==> src/rtl/link_pkg.sv <==
// Constants shared by the framer and the far-end header detector, plus the framer state encoding.
package link_pkg;

  localparam int unsigned WIDTH       = 16;
  localparam logic [15:0] HDR_WORD    = 16'hFFFF;
  localparam int unsigned HDR_LEN     = 3;
  localparam int unsigned PAYLOAD_LEN = 10;
  localparam int unsigned FIFO_DEPTH  = 16;
  localparam logic [15:0] IDLE_WORD   = 16'h0000;

  typedef enum logic [1:0] {
    StIdle,
    StHdr,
    StPay
  } state_e;

endpackage

==> src/rtl/sync_fifo.sv <==
// Show-ahead synchronous FIFO: the head word is combinationally visible on rd_data.
// Pushes while full and pops while empty are ignored.
module sync_fifo #(
  parameter int unsigned WIDTH = 16,
  parameter int unsigned DEPTH = 16
) (
  input  logic                       clk,
  input  logic                       rst,
  input  logic                       push,
  input  logic [WIDTH-1:0]           wr_data,
  input  logic                       pop,
  output logic [WIDTH-1:0]           rd_data,
  output logic                       full,
  output logic                       empty,
  output logic [$clog2(DEPTH):0]     level
);

  localparam int unsigned AddrW = $clog2(DEPTH);
  localparam int unsigned LvlW  = AddrW + 1;

  logic [WIDTH-1:0] mem [DEPTH];
  logic [AddrW-1:0] wr_ptr_q, rd_ptr_q;
  logic [LvlW-1:0]  level_q;
  logic             do_push, do_pop;

  // Full is checked before any same-cycle pop, so a push into a full FIFO is always refused.
  assign full    = (level_q == LvlW'(DEPTH));
  assign empty   = (level_q == '0);
  assign do_push = push && !full;
  assign do_pop  = pop && !empty;
  assign rd_data = mem[rd_ptr_q];
  assign level   = level_q;

  // Storage array; no reset needed, contents are qualified by the level.
  always_ff @(posedge clk) begin
    if (do_push) begin
      mem[wr_ptr_q] <= wr_data;
    end
  end

  // Pointers wrap naturally since DEPTH is a power of two.
  always_ff @(posedge clk or posedge rst) begin
    if (rst) begin
      wr_ptr_q <= '0;
      rd_ptr_q <= '0;
      level_q  <= '0;
    end else begin
      if (do_push) begin
        wr_ptr_q <= wr_ptr_q + AddrW'(1);
      end
      if (do_pop) begin
        rd_ptr_q <= rd_ptr_q + AddrW'(1);
      end
      if (do_push && !do_pop) begin
        level_q <= level_q + LvlW'(1);
      end else if (!do_push && do_pop) begin
        level_q <= level_q - LvlW'(1);
      end
    end
  end

endmodule

==> src/rtl/header_framer.sv <==
// Transmit framer: buffers payload, then emits HDR_LEN header words followed by PAYLOAD_LEN
// payload words once a whole frame is buffered. Drives IDLE_WORD between frames.
module header_framer #(
  parameter int unsigned      WIDTH       = link_pkg::WIDTH,
  parameter logic [WIDTH-1:0] HDR_WORD    = link_pkg::HDR_WORD,
  parameter int unsigned      HDR_LEN     = link_pkg::HDR_LEN,
  parameter int unsigned      PAYLOAD_LEN = link_pkg::PAYLOAD_LEN,
  parameter int unsigned      FIFO_DEPTH  = link_pkg::FIFO_DEPTH,
  parameter logic [WIDTH-1:0] IDLE_WORD   = link_pkg::IDLE_WORD
) (
  input  logic             clk,
  input  logic             rst,
  input  logic [WIDTH-1:0] in_data,
  input  logic             in_valid,
  output logic             in_ready,
  output logic [WIDTH-1:0] outp,
  output logic             frame_start,
  output logic             busy
);

  import link_pkg::*;

  localparam int unsigned LvlW    = $clog2(FIFO_DEPTH) + 1;
  localparam int unsigned HdrCntW = $clog2(HDR_LEN + 1);
  localparam int unsigned PayCntW = $clog2(PAYLOAD_LEN + 1);

  localparam logic [LvlW-1:0]    PayLenLvl = LvlW'(PAYLOAD_LEN);
  localparam logic [HdrCntW-1:0] HdrLast   = HdrCntW'(HDR_LEN);
  localparam logic [PayCntW-1:0] PayLast   = PayCntW'(PAYLOAD_LEN);

  state_e               state_q, state_d;
  logic [HdrCntW-1:0]   hdr_cnt_q, hdr_cnt_d;
  logic [PayCntW-1:0]   pay_cnt_q, pay_cnt_d;
  logic [WIDTH-1:0]     outp_q, outp_d;
  logic                 frame_start_q, frame_start_d;
  logic                 busy_q, busy_d;

  logic                 push, pop_req, pop;
  logic                 fifo_full, fifo_empty;
  logic [WIDTH-1:0]     fifo_head;
  logic [LvlW-1:0]      level;
  logic [LvlW-1:0]      lvl_after_push;

  assign in_ready = !fifo_full;
  assign push     = in_valid && in_ready;
  assign pop      = pop_req && !fifo_empty;

  sync_fifo #(
    .WIDTH (WIDTH),
    .DEPTH (FIFO_DEPTH)
  ) u_fifo (
    .clk     (clk),
    .rst     (rst),
    .push    (push),
    .wr_data (in_data),
    .pop     (pop),
    .rd_data (fifo_head),
    .full    (fifo_full),
    .empty   (fifo_empty),
    .level   (level)
  );

  // Level after this cycle's push; used at end of payload where no pop occurs.
  always_comb begin
    lvl_after_push = level;
    if (push) begin
      lvl_after_push = level + LvlW'(1);
    end
  end

  // Next-state and registered-output logic; counters hold the number of words already driven.
  always_comb begin
    state_d       = state_q;
    hdr_cnt_d     = hdr_cnt_q;
    pay_cnt_d     = pay_cnt_q;
    outp_d        = IDLE_WORD;
    frame_start_d = 1'b0;
    busy_d        = 1'b0;
    pop_req       = 1'b0;
    unique case (state_q)
      StIdle: begin
        if (level >= PayLenLvl) begin
          state_d       = StHdr;
          outp_d        = HDR_WORD;
          frame_start_d = 1'b1;
          busy_d        = 1'b1;
          hdr_cnt_d     = HdrCntW'(1);
        end
      end
      StHdr: begin
        busy_d = 1'b1;
        if (hdr_cnt_q != HdrLast) begin
          outp_d    = HDR_WORD;
          hdr_cnt_d = hdr_cnt_q + HdrCntW'(1);
        end else begin
          state_d   = StPay;
          pop_req   = 1'b1;
          outp_d    = fifo_head;
          pay_cnt_d = PayCntW'(1);
        end
      end
      StPay: begin
        if (pay_cnt_q != PayLast) begin
          busy_d    = 1'b1;
          pop_req   = 1'b1;
          outp_d    = fifo_head;
          pay_cnt_d = pay_cnt_q + PayCntW'(1);
        end else if (lvl_after_push >= PayLenLvl) begin
          // Next frame already buffered: header follows the last payload word with no gap.
          state_d       = StHdr;
          outp_d        = HDR_WORD;
          frame_start_d = 1'b1;
          busy_d        = 1'b1;
          hdr_cnt_d     = HdrCntW'(1);
        end else begin
          state_d = StIdle;
        end
      end
      default: begin
        state_d = StIdle;
      end
    endcase
  end

  // State, counters and link output registers.
  always_ff @(posedge clk or posedge rst) begin
    if (rst) begin
      state_q       <= StIdle;
      hdr_cnt_q     <= '0;
      pay_cnt_q     <= '0;
      outp_q        <= IDLE_WORD;
      frame_start_q <= 1'b0;
      busy_q        <= 1'b0;
    end else begin
      state_q       <= state_d;
      hdr_cnt_q     <= hdr_cnt_d;
      pay_cnt_q     <= pay_cnt_d;
      outp_q        <= outp_d;
      frame_start_q <= frame_start_d;
      busy_q        <= busy_d;
    end
  end

  assign outp        = outp_q;
  assign frame_start = frame_start_q;
  assign busy        = busy_q;

endmodule

==> config.mk <==
export PLATFORM = sky130hd
export DESIGN_NAME = header_framer
export DESIGN_NICKNAME = d
export VERILOG_FILES = /design/src/rtl/link_pkg.sv /design/src/rtl/sync_fifo.sv /design/src/rtl/header_framer.sv
export SDC_FILE = /design/constraint.sdc
export NUM_CORES = 1
export LEC_CHECK = 0
export BUFFER_PORTS_ARGS = -buffer_cell sky130_fd_sc_hd__buf_2
export CORE_UTILIZATION = 55
export CTS_CLUSTER_SIZE = 8
export DETAILED_ROUTE_END_ITERATION = 12
export GPL_TIMING_DRIVEN = 0
export PLACE_DENSITY = 0.72
export SYNTH_ARGS = -nofsm -noshare
export SYNTH_HDL_FRONTEND = slang
export SYNTH_SLANG_ARGS = --single-unit
==> constraint.sdc <==
create_clock -name clk -period 6 [get_ports clk]
set_clock_uncertainty 0.1 [all_clocks]
set_input_delay 1.2 -clock clk [delete_from_list [all_inputs] [get_ports clk]]
set_output_delay 1.2 -clock clk [all_outputs]
set_load 0.02 [all_outputs]
Word level (Yosys, flattened, before mapping):

Memory sizes are Yosys's and may differ from the RTL's.
Index checks and enable logic that the tools add are counted.

* bits in writable memories: 256
* bits in registers: 39
* input port bits: 19
* output and inout bits: 19
* logic and storage cells: 78
* memories kept: 1

Memory list
* u_fifo.mem: depth 16, bits a word 16, read ports 1, clocked after memory_dff 0, wr ports 1, line sync_fifo.sv:21 `logic [WIDTH-1:0] mem [DEPTH];`

* mux-type cells: 31
* magnitude comparators: 2
* reductions and logical operators: 18
* equality and inequality tests: 11
* add/subtract/negate cells: 6

Operators with widths (count)
* $mux W16: 4
* $pmux W16 S3: 1
* $mux W5: 3
* $ne A2 B2 Y1 const B: 7
* $add A4 B1 Y4 const B: 3
* $mux W2: 6
* $pmux W2 S3: 2
* $ge A5 B4 Y1 const B: 2
* $mux W1: 9
* $mux W4: 2
* $pmux W4 S2: 1
* $logic_and A1 B1 Y1: 6
* $reduce_and A3 Y1: 2
* $add A5 B1 Y5 const B: 1
* $eq A5 B5 Y1 const B: 1
* $logic_not A5 Y1: 1
* $reduce_and A5 Y1: 1
* $sub A5 B1 Y5 const B: 1
* $logic_not A1 Y1: 4
* $ne A4 B4 Y1 const B: 1
* $pmux W1 S2: 2
* $reduce_bool A2 Y1: 2
* $pmux W1 S3: 1
* $reduce_bool A3 Y1: 1
* other kinds (4): 4

Logic depth before layout (Yosys ltp):

* word-level depth: 8
* mapped depth: 10
* depth with buffers taken out: 10

By module:

A second synthesis with hierarchy kept.

* cells, all modules: 702
* area, all modules: 12383.1 um^2

Modules (own cells, without submodules)
* sync_fifo: sequential area each 8012.7 um^2, area an instance 10904.2 um^2, times used 1, cells an instance 553
* header_framer: sequential area each 650.6 um^2, area an instance 1478.9 um^2, times used 1, cells an instance 149

Worst setup path before layout:

OpenSTA, ideal clock, no wires.

* path kind: input -> register
* start point: input port in_valid
* end point: memory u_fifo.mem[0][0] (enable)
* data required time: 5470 ps
* library setup time: 430 ps
* path slack: 2560 ps
* arrival: 2910 ps
* stages on the path: 2
* path through: nand2_1 nor4_1

* longest elaborated chain between the ends: 4

RTL lines
* from (decl): line header_framer.sv:14 `input logic in_valid,`
* $logic_and A1 B1 Y1: line header_framer.sv:45 `assign push = in_valid && in_ready;`
* $logic_and A1 B1 Y1: line sync_fifo.sv:29 `assign do_push = push && !full;`
* $mux W1: line sync_fifo.sv:36 `if (do_push) begin`
* $mux W1 (implied by the code): line sync_fifo.sv:37 `mem[wr_ptr_q] <= wr_data;`
* to (decl): line sync_fifo.sv:21

No other way between the ends.

Final worst setup path:

* start point: register u_fifo.level_q[0], in the netlist u_fifo.level[0]
* end point: memory u_fifo.mem[7][2] (enable)

* longest elaborated chain between the ends: 6

RTL lines
* from (decl): line sync_fifo.sv:23 `logic [LvlW-1:0] level_q;`
* from (signal assigned): line sync_fifo.sv:55 `level_q <= level_q + LvlW'(1);`
* from (signal assigned): line sync_fifo.sv:57 `level_q <= level_q - LvlW'(1);`
* $eq A5 B5 Y1 *: line sync_fifo.sv:27 `assign full = (level_q == LvlW'(DEPTH));`
* $logic_not A1 Y1 *: line sync_fifo.sv:29, header_framer.sv:44
* $logic_and A1 B1 Y1: line header_framer.sv:45
* $logic_and A1 B1 Y1 *: line sync_fifo.sv:29
* $mux W1 *: line sync_fifo.sv:36
* $mux W1 (implied by the code) *: line sync_fifo.sv:37

Every way passes the cells marked *; elsewhere a longest branch is shown, timed or not.

==> impl_metrics.ini <==
[drt]
number_of_detailed_routing_iterations_run_before_antenna_repair = 9
route.antenna.remaining_nets = 0
detailroute.via_count = 6170
m1WireLength_um = 9910
detail_route.wl_per_cell_um = 24.3
post_drt_via_cell_ratio = 6.16
topRoutingLayerUsed = met4
postRouteWirelength_um = 24400
wl_met2_um = 12200
dr.first_iter.drc_count = 503
drc = 2
routed-wl-met3_um = 1680

[synthesis]
share_of_the_yosys_chip_area_belonging_to_registers = 0.736
synth_cell_types = 50
synth.yosys.warnings = 0
synthMostInstantiatedCell = sky130_fd_sc_hd__edfxtp_1
synth_top_cells_by_area = sky130_fd_sc_hd__edfxtp_1 (65%), sky130_fd_sc_hd__mux4_2 (12%), sky130_fd_sc_hd__dfrtp_1 (8.3%), sky130_fd_sc_hd__ha_1 (1.8%), sky130_fd_sc_hd__a211oi_1 (0.96%)
syn-mean-instance-area_um2 = 19.2
ffs_w_async_s_r_synth = 0.132
synthDominantAreaCellType = sky130_fd_sc_hd__edfxtp_1
netlist_instances = 612
synthFlopType = sky130_fd_sc_hd__edfxtp_1
synth_commonest_cells = sky130_fd_sc_hd__edfxtp_1 (256), sky130_fd_sc_hd__mux4_2 (64), sky130_fd_sc_hd__dfrtp_1 (39)
yosys.area.top_type_share = 0.653
synth-seq-cells = 295
number_of_nets_in_the_synthesized_netlist = 648
synth_enable_flop_cells = 256
synth.cell_area_um2 = 11800

[die]
die_height_um = 148
dieArea_um2 = 22000
ioPinCount = 38
num_rows = 53
initial_core_utilization = 0.560
core_um2 = 21000
dieWidth_um = 148

[cts]
cts_setup_buffers = 0
ctsRootBufferMaster = sky130_fd_sc_hd__clkbuf_16
clock_slew_seen_by_the_registers_of_the_worst_setup_and_hold_paths_ns = 0.05
postcts_resize_cnt = 0
number_of_buffers_inserted_during_clock_tree_synthesis = 42
clk_latency_ns = 0.54
cts_htree_levels = 2
cts_max_path_buffers = 3
tritoncts = yes
cts.sink_count = 295
postCtsHoldBufs = 0

[critical_path]
worstPathMaxFanout = 16
critical_path.cell_chain = inv_1, ha_1, nand3_1, nand2_1, nor3b_1, and2_1
critical_path.startpoint_type = flop
worstSetupEndpointType = flop
cp_data_required_time_ns = 6.04
criticalPathCategory = flop to flop
crit_end = u_fifo.mem[7][2]
r2r_setup_slack_ns = 3.03
worstRegToRegCells = 6
reg2reg_launch_point = u_fifo.level[0]
reg2reg_to = u_fifo.mem[7][2]
critPathArrivalTime_ns = 3.01
timing.critical_path.slowest_cell_delay_ns = 0.88
crit_slowest_cell = sky130_fd_sc_hd__and2_1
setup.worst_path.start = u_fifo.level[0]

[timing]
slew-limit-headroom = 0.307
rsz0062_at_grt = no
final-max-slew-violation-count = 0
clock.fmax_ghz = 0.337
fin_crit_ns = 2.97
tightest_slew_ns = 1.04
final-setup-viol-count = 0
setup_total_negative_slack_ns = 0
finalHoldViolCount = 0
timing.final.crit_share = 0.494

[global_routing]
wire_length_of_the_first_global_routing_pass_um = 37100
grt_pass1_vias = 6436
globalRouteOverflowTotal = 0
grt_max_degree = 40
grt.total_usage = 0.233
antenna_found_initial = 0

[power]
peakVddDrop_uv = 202
static-leakage-power_nw = 4.66
design_power_total_mw = 7.01
power.density_cell_area_nw_per_um2 = 514

[outcome]
failed_checks = DRC
status = finished, violations left

[cells_and_area]
final_cells = 1002
synthToLayoutAreaGrowth_pct = 15.9
final_design_utilization = 0.649
final.fill_count = 1351
layout.nets = 741
num_antenna_cells = 0
ratio_of_cells_with_drive_above_1_in_the_final_layout = 0.272

[placement]
place_hpwl_um = 15600
place.gp.congestion = 0.882
dp_cells = 936
io_buffers = 37

[hold_path]
holdCritPathClass = flop to flop

[flow_run]
drv.max_cap_violation_count = 0
[area by class of cell]
class	count	area (um^2)	share of cell area
clock inverter	3	58.8	0.00431
tap	275	344	0.0252
clock buffer	63	1130	0.0828
timing repair buffer	49	302	0.0221
sequential	295	8660	0.635
buffer	32	176	0.0129
inverter	18	67.6	0.00495
multi-input combinational	267	2910	0.213
[per-stage QoR]
| stage | hold WS, ns | setup WS (ns) | cell area (um^2) |
|---|---|---|---|
| floorplan | 0.382 | 2.56 | 11800 |
| global placement | 0.406 | 0.722 | 12300 |
| detailed placement | 0.432 | 2.62 | 12500 |
| CTS | 0.446 | 3.03 | 13600 |
| global route | 0.461 | 2.91 | 13600 |
| finish | 0.440 | 3.03 | 13600 |
[layout by cell type (no fill, tap or decap), types with 4 or more instances in the layout]
master / n
sky130_fd_sc_hd__and2_1: 10
sky130_fd_sc_hd__o31ai_1: 14
sky130_fd_sc_hd__edfxtp_1: 256
sky130_fd_sc_hd__xor2_1: 5
sky130_fd_sc_hd__o21ai_0: 12
sky130_fd_sc_hd__a211oi_1: 15
sky130_fd_sc_hd__ha_1: 17
sky130_fd_sc_hd__mux4_2: 64
sky130_fd_sc_hd__mux2i_1: 5
sky130_fd_sc_hd__clkbuf_1: 32
sky130_fd_sc_hd__buf_4: 14
sky130_fd_sc_hd__clkbuf_16: 42
sky130_fd_sc_hd__buf_6: 5
sky130_fd_sc_hd__a31oi_1: 5
sky130_fd_sc_hd__nor2_2: 4
sky130_fd_sc_hd__nand2_1: 13
sky130_fd_sc_hd__xnor2_1: 7
sky130_fd_sc_hd__inv_1: 15
sky130_fd_sc_hd__dfrtp_1: 39
sky130_fd_sc_hd__nor4_2: 4
sky130_fd_sc_hd__buf_2: 49
sky130_fd_sc_hd__nor2_1: 8
sky130_fd_sc_hd__nor2b_1: 14
sky130_fd_sc_hd__a21oi_1: 8
sky130_fd_sc_hd__nand3_1: 10
sky130_fd_sc_hd__o22ai_1: 13
sky130_fd_sc_hd__mux2_2: 4
[logic make-up after synthesis]
logic type                 after synthesis  share of synthesized area
adders and majority gates               17                     0.0181
buffers and inverters                   50                     0.0207
xor gates and xnor gates                12                    0.00892
AOI/OAI and AO/OA                       80                     0.0456
DFF                                    295                      0.736
muxes                                   74                      0.132
and+or+nand+nor                         84                     0.0394
[worst min path at each step]
| stage | endpoint | start | slack (ns) | cells after the start |
|---|---|---|---|---|
| after floorplan | pay_cnt_q[0] | pay_cnt_q[0] | 0.38 | 1 |
| after global routing | state_q[0] | state_q[0] | 0.46 | 2 |
| final | pay_cnt_q[0] | pay_cnt_q[0] | 0.44 | 1 |
| after CTS | pay_cnt_q[0] | pay_cnt_q[0] | 0.45 | 1 |
| after detailed placement | hdr_cnt_q[0] | hdr_cnt_q[0] | 0.43 | 1 |
| after global placement | pay_cnt_q[0] | pay_cnt_q[0] | 0.41 | 1 |
[worst max-delay path, delay by kind of cell (launching register included)]
family	cells	cell delay, ns
adders and majority gates	1	0.23
and+or+nand+nor	4	1.68
buffers and inverters	1	0.11
DFF	1	0.44
[power breakdown]
group | leakage [nW] | switching [mW] | internal (mW) | total, mW
clock network | 0.568 | 0.822 | 1.29 | 2.11
logic | 1.32 | 1.31 | 0.936 | 2.24
registers | 2.78 | 0.101 | 2.55 | 2.65
[flip-flops by register name, summed over array words and instances, names as in the netlist]
name	count
u_fifo.mem	256
outp	16
u_fifo.level	5
pay_cnt_q	4
u_fifo.rd_ptr_q	4
u_fifo.wr_ptr_q	4
hdr_cnt_q	2
state_q	2
busy	1
frame_start	1
[layer usage]
layer | vias to the layer above | GRT usage
li1 | 2658 | -
met1 | 3203 | 0.313
met2 | 261 | 0.387
met3 | 48 | 0.0414
met4 | 0 | 0.0840
met5 | - | 0
Note: power is estimated with default switching activity, not from simulation.
